**src/rtl/spidergon_traffic_injector.sv**
```systemverilog
// Per-node wormhole packet source: emits head/body/tail flits into the local router port. Registered outputs, 1-cycle start latency.
// Backpressure: per-VC credit counters; a packet with zero credits on its VC stalls with bubbles until a credit returns.
module spidergon_traffic_injector #(
  parameter int NUM_OF_NODES            = 8,
  parameter int FLIT_DATA_WIDTH         = 16,
  parameter int NODE_BUFFER_WIDTH       = 32,
  parameter int NUM_OF_VIRTUAL_CHANNELS = 2,
  parameter int NODE_ID                 = 0,
  parameter int PACKET_LENGTH           = 4,
  parameter logic [15:0] LFSR_SEED      = 16'hACE1,
  localparam int VW = (NUM_OF_VIRTUAL_CHANNELS > 1) ? $clog2(NUM_OF_VIRTUAL_CHANNELS) : 1
) (
  input  logic                               clk,
  input  logic                               reset,
  input  logic                               en,
  input  logic [NUM_OF_VIRTUAL_CHANNELS-1:0] credit_in,
  output logic                               flit_valid,
  output logic [1:0]                         flit_type,
  output logic [VW-1:0]                      flit_vc,
  output logic [FLIT_DATA_WIDTH-1:0]         flit_data,
  output logic                               busy,
  output logic [15:0]                        pkt_count,
  output logic                               credit_err
);
  localparam int NV      = NUM_OF_VIRTUAL_CHANNELS;
  localparam int AW      = $clog2(NUM_OF_NODES);
  localparam int CREDITS = NODE_BUFFER_WIDTH / FLIT_DATA_WIDTH;
  localparam int CW      = $clog2(CREDITS + 1);
  localparam int RW      = (PACKET_LENGTH > 1) ? $clog2(PACKET_LENGTH) : 1;
  localparam int UW      = FLIT_DATA_WIDTH - 2 * AW;
  localparam logic [1:0] T_BODY = 2'b00, T_HEAD = 2'b01, T_TAIL = 2'b10, T_HEAD_TAIL = 2'b11;
  localparam logic [AW-1:0] SELF = AW'(NODE_ID);
  localparam logic [AW-1:0] NEXT = AW'((NODE_ID + 1) % NUM_OF_NODES);
  localparam logic [CW-1:0] FULL = CW'(CREDITS);

  typedef enum logic {IDLE, SEND} state_t;

  state_t                     state;
  logic [CW-1:0]              cnt [NV];
  logic [VW-1:0]              rr_ptr, cur_vc, pick, idx, send_vc;
  logic [15:0]                lfsr, lfsr_next;
  logic [RW-1:0]              remaining;
  logic [FLIT_DATA_WIDTH-1:0] seq, head_data, body_data;
  logic [AW-1:0]              dest;
  logic                       found, start, send_body, send;

  // First VC with credit, searching upward from rr_ptr with wrap.
  always_comb begin
    found = 1'b0;
    pick  = '0;
    idx   = '0;
    for (int i = 0; i < NV; i++) begin
      idx = VW'((int'(rr_ptr) + i) % NV);
      if (!found && cnt[idx] != '0) begin
        found = 1'b1;
        pick  = idx;
      end
    end
  end

  assign lfsr_next = {lfsr[14:0], lfsr[15] ^ lfsr[13] ^ lfsr[12] ^ lfsr[10]};
  assign dest      = (lfsr[AW-1:0] == SELF) ? NEXT : lfsr[AW-1:0];
  assign head_data = {seq[UW-1:0], SELF, dest};
  // Flit index k = PACKET_LENGTH - remaining, taken before the decrement.
  assign body_data = seq * FLIT_DATA_WIDTH'(PACKET_LENGTH)
                   + (FLIT_DATA_WIDTH'(PACKET_LENGTH) - FLIT_DATA_WIDTH'(remaining));

  assign start     = (state == IDLE) && en && found;
  assign send_body = (state == SEND) && (cnt[cur_vc] != '0);
  assign send      = start || send_body;
  assign send_vc   = (state == IDLE) ? pick : cur_vc;

  always_ff @(posedge clk or posedge reset) begin
    if (reset) begin
      state      <= IDLE;
      for (int v = 0; v < NV; v++) cnt[v] <= FULL;
      rr_ptr     <= '0;
      cur_vc     <= '0;
      lfsr       <= LFSR_SEED;
      remaining  <= '0;
      seq        <= '0;
      flit_valid <= 1'b0;
      flit_type  <= '0;
      flit_vc    <= '0;
      flit_data  <= '0;
      busy       <= 1'b0;
      pkt_count  <= '0;
      credit_err <= 1'b0;
    end else begin
      for (int v = 0; v < NV; v++) begin
        if (send && send_vc == VW'(v) && !credit_in[v]) begin
          cnt[v] <= cnt[v] - CW'(1);
        end else if (!(send && send_vc == VW'(v)) && credit_in[v]) begin
          if (cnt[v] == FULL) credit_err <= 1'b1;
          else                cnt[v]     <= cnt[v] + CW'(1);
        end
      end
      flit_valid <= send;
      case (state)
        IDLE: begin
          busy <= 1'b0;
          if (start) begin
            flit_vc   <= pick;
            flit_data <= head_data;
            rr_ptr    <= VW'((int'(pick) + 1) % NV);
            lfsr      <= lfsr_next;
            if (PACKET_LENGTH == 1) begin
              flit_type <= T_HEAD_TAIL;
              pkt_count <= pkt_count + 16'd1;
              seq       <= seq + FLIT_DATA_WIDTH'(1);
            end else begin
              flit_type <= T_HEAD;
              state     <= SEND;
              remaining <= RW'(PACKET_LENGTH - 1);
              cur_vc    <= pick;
              busy      <= 1'b1;
            end
          end
        end
        SEND: begin
          // busy stays up through the tail cycle and drops after it.
          busy <= 1'b1;
          if (send_body) begin
            flit_vc   <= cur_vc;
            flit_data <= body_data;
            remaining <= remaining - RW'(1);
            if (remaining == RW'(1)) begin
              flit_type <= T_TAIL;
              state     <= IDLE;
              pkt_count <= pkt_count + 16'd1;
              seq       <= seq + FLIT_DATA_WIDTH'(1);
            end else begin
              flit_type <= T_BODY;
            end
          end
        end
        default: state <= IDLE;
      endcase
    end
  end
endmodule

```
**config.mk**
```make
export PLATFORM = sky130hd
export DESIGN_NAME = spidergon_traffic_injector
export DESIGN_NICKNAME = d
export VERILOG_FILES = /design/src/rtl/spidergon_traffic_injector.sv
export SDC_FILE = /design/constraint.sdc
export NUM_CORES = 1
export LEC_CHECK = 0
export ABC_CLOCK_PERIOD_IN_PS = 6300
export BUFFER_PORTS_ARGS = -buffer_cell sky130_fd_sc_hd__buf_4
export CORE_AREA = 2 2 94 96
export DETAILED_ROUTE_END_ITERATION = 16
export DIE_AREA = 0 0 96 98
export SLEW_MARGIN = 20
export SYNTH_ARGS = -nofsm -noshare
export SYNTH_HDL_FRONTEND = slang
export SYNTH_SLANG_ARGS = --single-unit
```
**constraint.sdc**
```tcl
create_clock -name clk -period 6.3 [get_ports clk]
set_clock_uncertainty 0.2 [all_clocks]
set_input_delay 0.945 -clock clk [delete_from_list [all_inputs] [get_ports clk]]
set_output_delay 0.945 -clock clk [all_outputs]
set_load 0.05 [all_outputs]
```
==> results summary <==
Setup repair after global routing left no endpoint under its margin. Clock-pin slew was measured on the worst setup and hold paths at 90 ps. The wire length of the first global-routing pass came out at 13500 um. Sequential elements use a little over 50% of the synthesized area.

Input and output buffers added on the ports amount to 42. The number of synthesized flops with an enable pin came out at 0. In the synthesized netlist the async set-or-reset flop fraction comes to 100.0%. The time the final worst path needs with I/O delays and setup came out at approximately 3200 ps.

The flip-flop and latch count after synthesis is 77. The initial DRC count came out at between 150 and 200. The count of pins on the block boundary is 43. In the final timing run, aggregate negative setup slack is 0 ps. STA classifies the critical path startpoint as a flip-flop.

By instance count, the leading cell after synthesis is nand2_1. Once the floorplan was initialized, standard cells occupied between 40% and 50% of the core. Registers take just under 0.002 mm2.

A synthesized cell averages slightly above 10 um2. Counting the fill cells in the layout gives ~800. The width of the chip came out at 96 um.

The total number of vias came out at 2774. TritonCTS built the clock tree. After floorplanning, the core was sized to cover ~0.0085 mm2. During synthesis, Yosys emitted a total of 0 warnings. The headroom to the max-slew limit came out at between 30% and 40%. The row count is 34. The fmax came out at a little over 300 MHz. The final number of setup-violating endpoints is 0. The initial antenna violation count came out at 0. The core utilization of the finished layout came out at between 50% and 60%.

CTS saw 77 sinks. The mean number of vias per cell is about 5.3. The most critical setup path has its startpoint at state$_DFF_PP0_.

The DRC violation count after routing is 0. The critical path in this run is classified as flip-flop to flip-flop. The TritonCTS buffer count is 9.

The number of global-route vias before repair came out at approximately 2700. Ranked by total cell area, the synthesized netlist is headed by dfrtp_1 (44%), nand2_1 (7.3%), dfstp_2 (6.9%). The number of detailed-route iterations in the first pass came out at 4. The largest fanout of any net on the critical path is 25. The hold violation count in the final report was 0.

The commonest cells after synthesis are nand2_1 (74), dfrtp_1 (67), xnor2_1 (29). Buffers inserted to repair hold after CTS numbered 0. The worst-case hold slack came out at roughly 260 ps.

The largest buffer count on any clock path is 2. Data on the critical path arrives at its endpoint at 3270 ps. The die extent in y came out at 98 um. The period utilization came out at approximately half.

Of the cells placed in the final design, the portion with a size suffix greater than 1 is a little over a fifth. The overall overflow remaining after global route came out at 0. The maximum level of the CTS H-tree is 3. Summing all multi-input logic gate instances after layout gives approximately 0.0017 mm2. At the pin with the least slew margin, the transition time is 938.8 ps. The final antenna-violating net count is 0. Global routing used between 10% and 20% of the available tracks. The count of pins over their slew limit came out at 0.

The path class of the lowest-slack min-delay path is flip-flop to flip-flop. The number of gates resized after CTS is 0. The synthesized netlist cell count came out at 370. The analysis attributes to cell leakage a power of a little over 2 nW. Power spread over the standard cell area amounts to around 410 mW/mm2.

The routed wire length came out at ~8000 um. The tree is rooted in a clkbuf_8. The buffers inserted during post-CTS setup optimization came out at 0.

The final layout net count came out at around 420. The mapped cell area came out at around 0.0038 mm2. The maximum number of pins on one net before global-route repair came out at 78.

The top flip-flop cell by instance count after synthesis is dfrtp_1. The latest clock arrival within the worst-skew pair is 350 ps. STA puts the critical path data required time at between 6000 and 7000 ps. The worst hold path begins at lfsr[6]$_DFFE_PP1P_.

The die area is between 0.009 and 0.01 mm2. The origin of the critical flop-to-flop path is state$_DFF_PP0_. The share of synthesized area in the top cell type comes to between 40% and 50%. The power after layout came out at 1.812 mW.

The antenna diode count is 0. The average detailed-routed wire length per instance is approximately 15 um. The final weighted congestion in routability-driven placement is between 0.8 and 0.9. Max-cap violations in this run came to 0. The flow ran to the end, and the final reports show no timing, DRC or antenna violations. The detailed placer's ending HPWL came out at about 5400 um.

The biggest area contributor in the post-synthesis netlist is dfrtp_1. The area added between synthesis and finish came out at 14.92%. The maximum ir drop on the vdd rail came out at roughly 0.23 mV.

The post-synth net total came out at around 390. Counting distinct cell types in the post-synthesis netlist gives 53. The worst setup path is captured at a flip-flop.
## critical path, cell delays in order, from the launching register on
cell,delay (ps)
dfrtp_1,890
clkinv_1,570
a21oi_2,500
nor2_8,120
inv_6,140
nand2b_1,70
ha_1,160
nor2b_1,120
a221o_1,340
## report_power, final
group          switching [mW]  leakage (nW)  total, mW  internal (mW)
clock network           0.188        0.0836      0.352          0.164
registers               0.130         0.987      0.720          0.590
logic                   0.473         0.953      0.740          0.267
total                   0.791          2.02       1.81           1.02
## stage by stage
stage	instance area [um2]	cells	setup WS (ps)
global placement	4183	504	3231
CTS	4369	520	3113
detailed placement	4183	504	3103
global route	4375	520	2828
floorplan	3807	370	3205
finish	4375	520	3069
## cells by family after synthesis
logic type                 count (synthesis)  share of synthesized area (%)
AOI/OAI and AO/OA                         48                          9.629
xor gates and xnor gates                  44                          10.12
adders and majority gates                 10                          3.286
buffers and inverters                     27                          3.286
DFF                                       77                          50.94
muxes                                      7                          2.498
and+or+nand+nor                          157                          20.24
## cells in the final DEF (no fill, tap or decap), drive strengths merged, types with 3 or more instances in the layout
cell type,instances
nand2,74
dfrtp,67
buf,43
xnor2,29
nor3,18
nor2,16
xor2,15
o21ai,14
nand4,11
clkbuf,11
nand3,10
ha,10
dfstp,10
a31oi,9
inv,9
nor3b,6
a21oi,6
nor4,6
a21o,5
mux2,5
nor2b,4
clkinvlp,4
and3,3
## layer usage
metal,global-route usage [%],wire length [um]
met5,0,0
met4,7.033,160
met3,3.241,413
met2,25.27,3501
met1,28.30,3933
## flip-flops by register name (all words and copies together), names as in the netlist
register,flops
busy,1
cnt,4
credit_err,1
cur_vc,1
flit_data,16
flit_type,2
flit_valid,1
flit_vc,1
lfsr,16
pkt_count,16
remaining,2
rr_ptr,1
seq,14
state,1
## area by class of cell
type                            count  area share [%]
Sequential cell                    77           44.32
Clock inverter                      5          0.8007
Inverter                           10          0.9723
Multi-Input combinational cell    266           39.98
Tap cell                          108           3.088
Clock buffer                       11           3.460
Timing Repair Buffer               43           7.378
## final timing paths
check / to / slack (ps) / depth (start not counted)
max: credit_err$_DFF_PP0_ / 3070 / 8
min: lfsr[7]$_DFFE_PP1P_ / 260 / 2
max reg2reg: credit_err$_DFF_PP0_ / 3070 / 8
min reg2reg: lfsr[7]$_DFFE_PP1P_ / 260 / 2
max in group asynchronous: flit_data[14]$_DFFE_PP0P_ / 4610 / 3
min in group asynchronous: lfsr[1]$_DFFE_PP0P_ / 690 / 3
No activity file was read; power rests on OpenSTA's default activity.
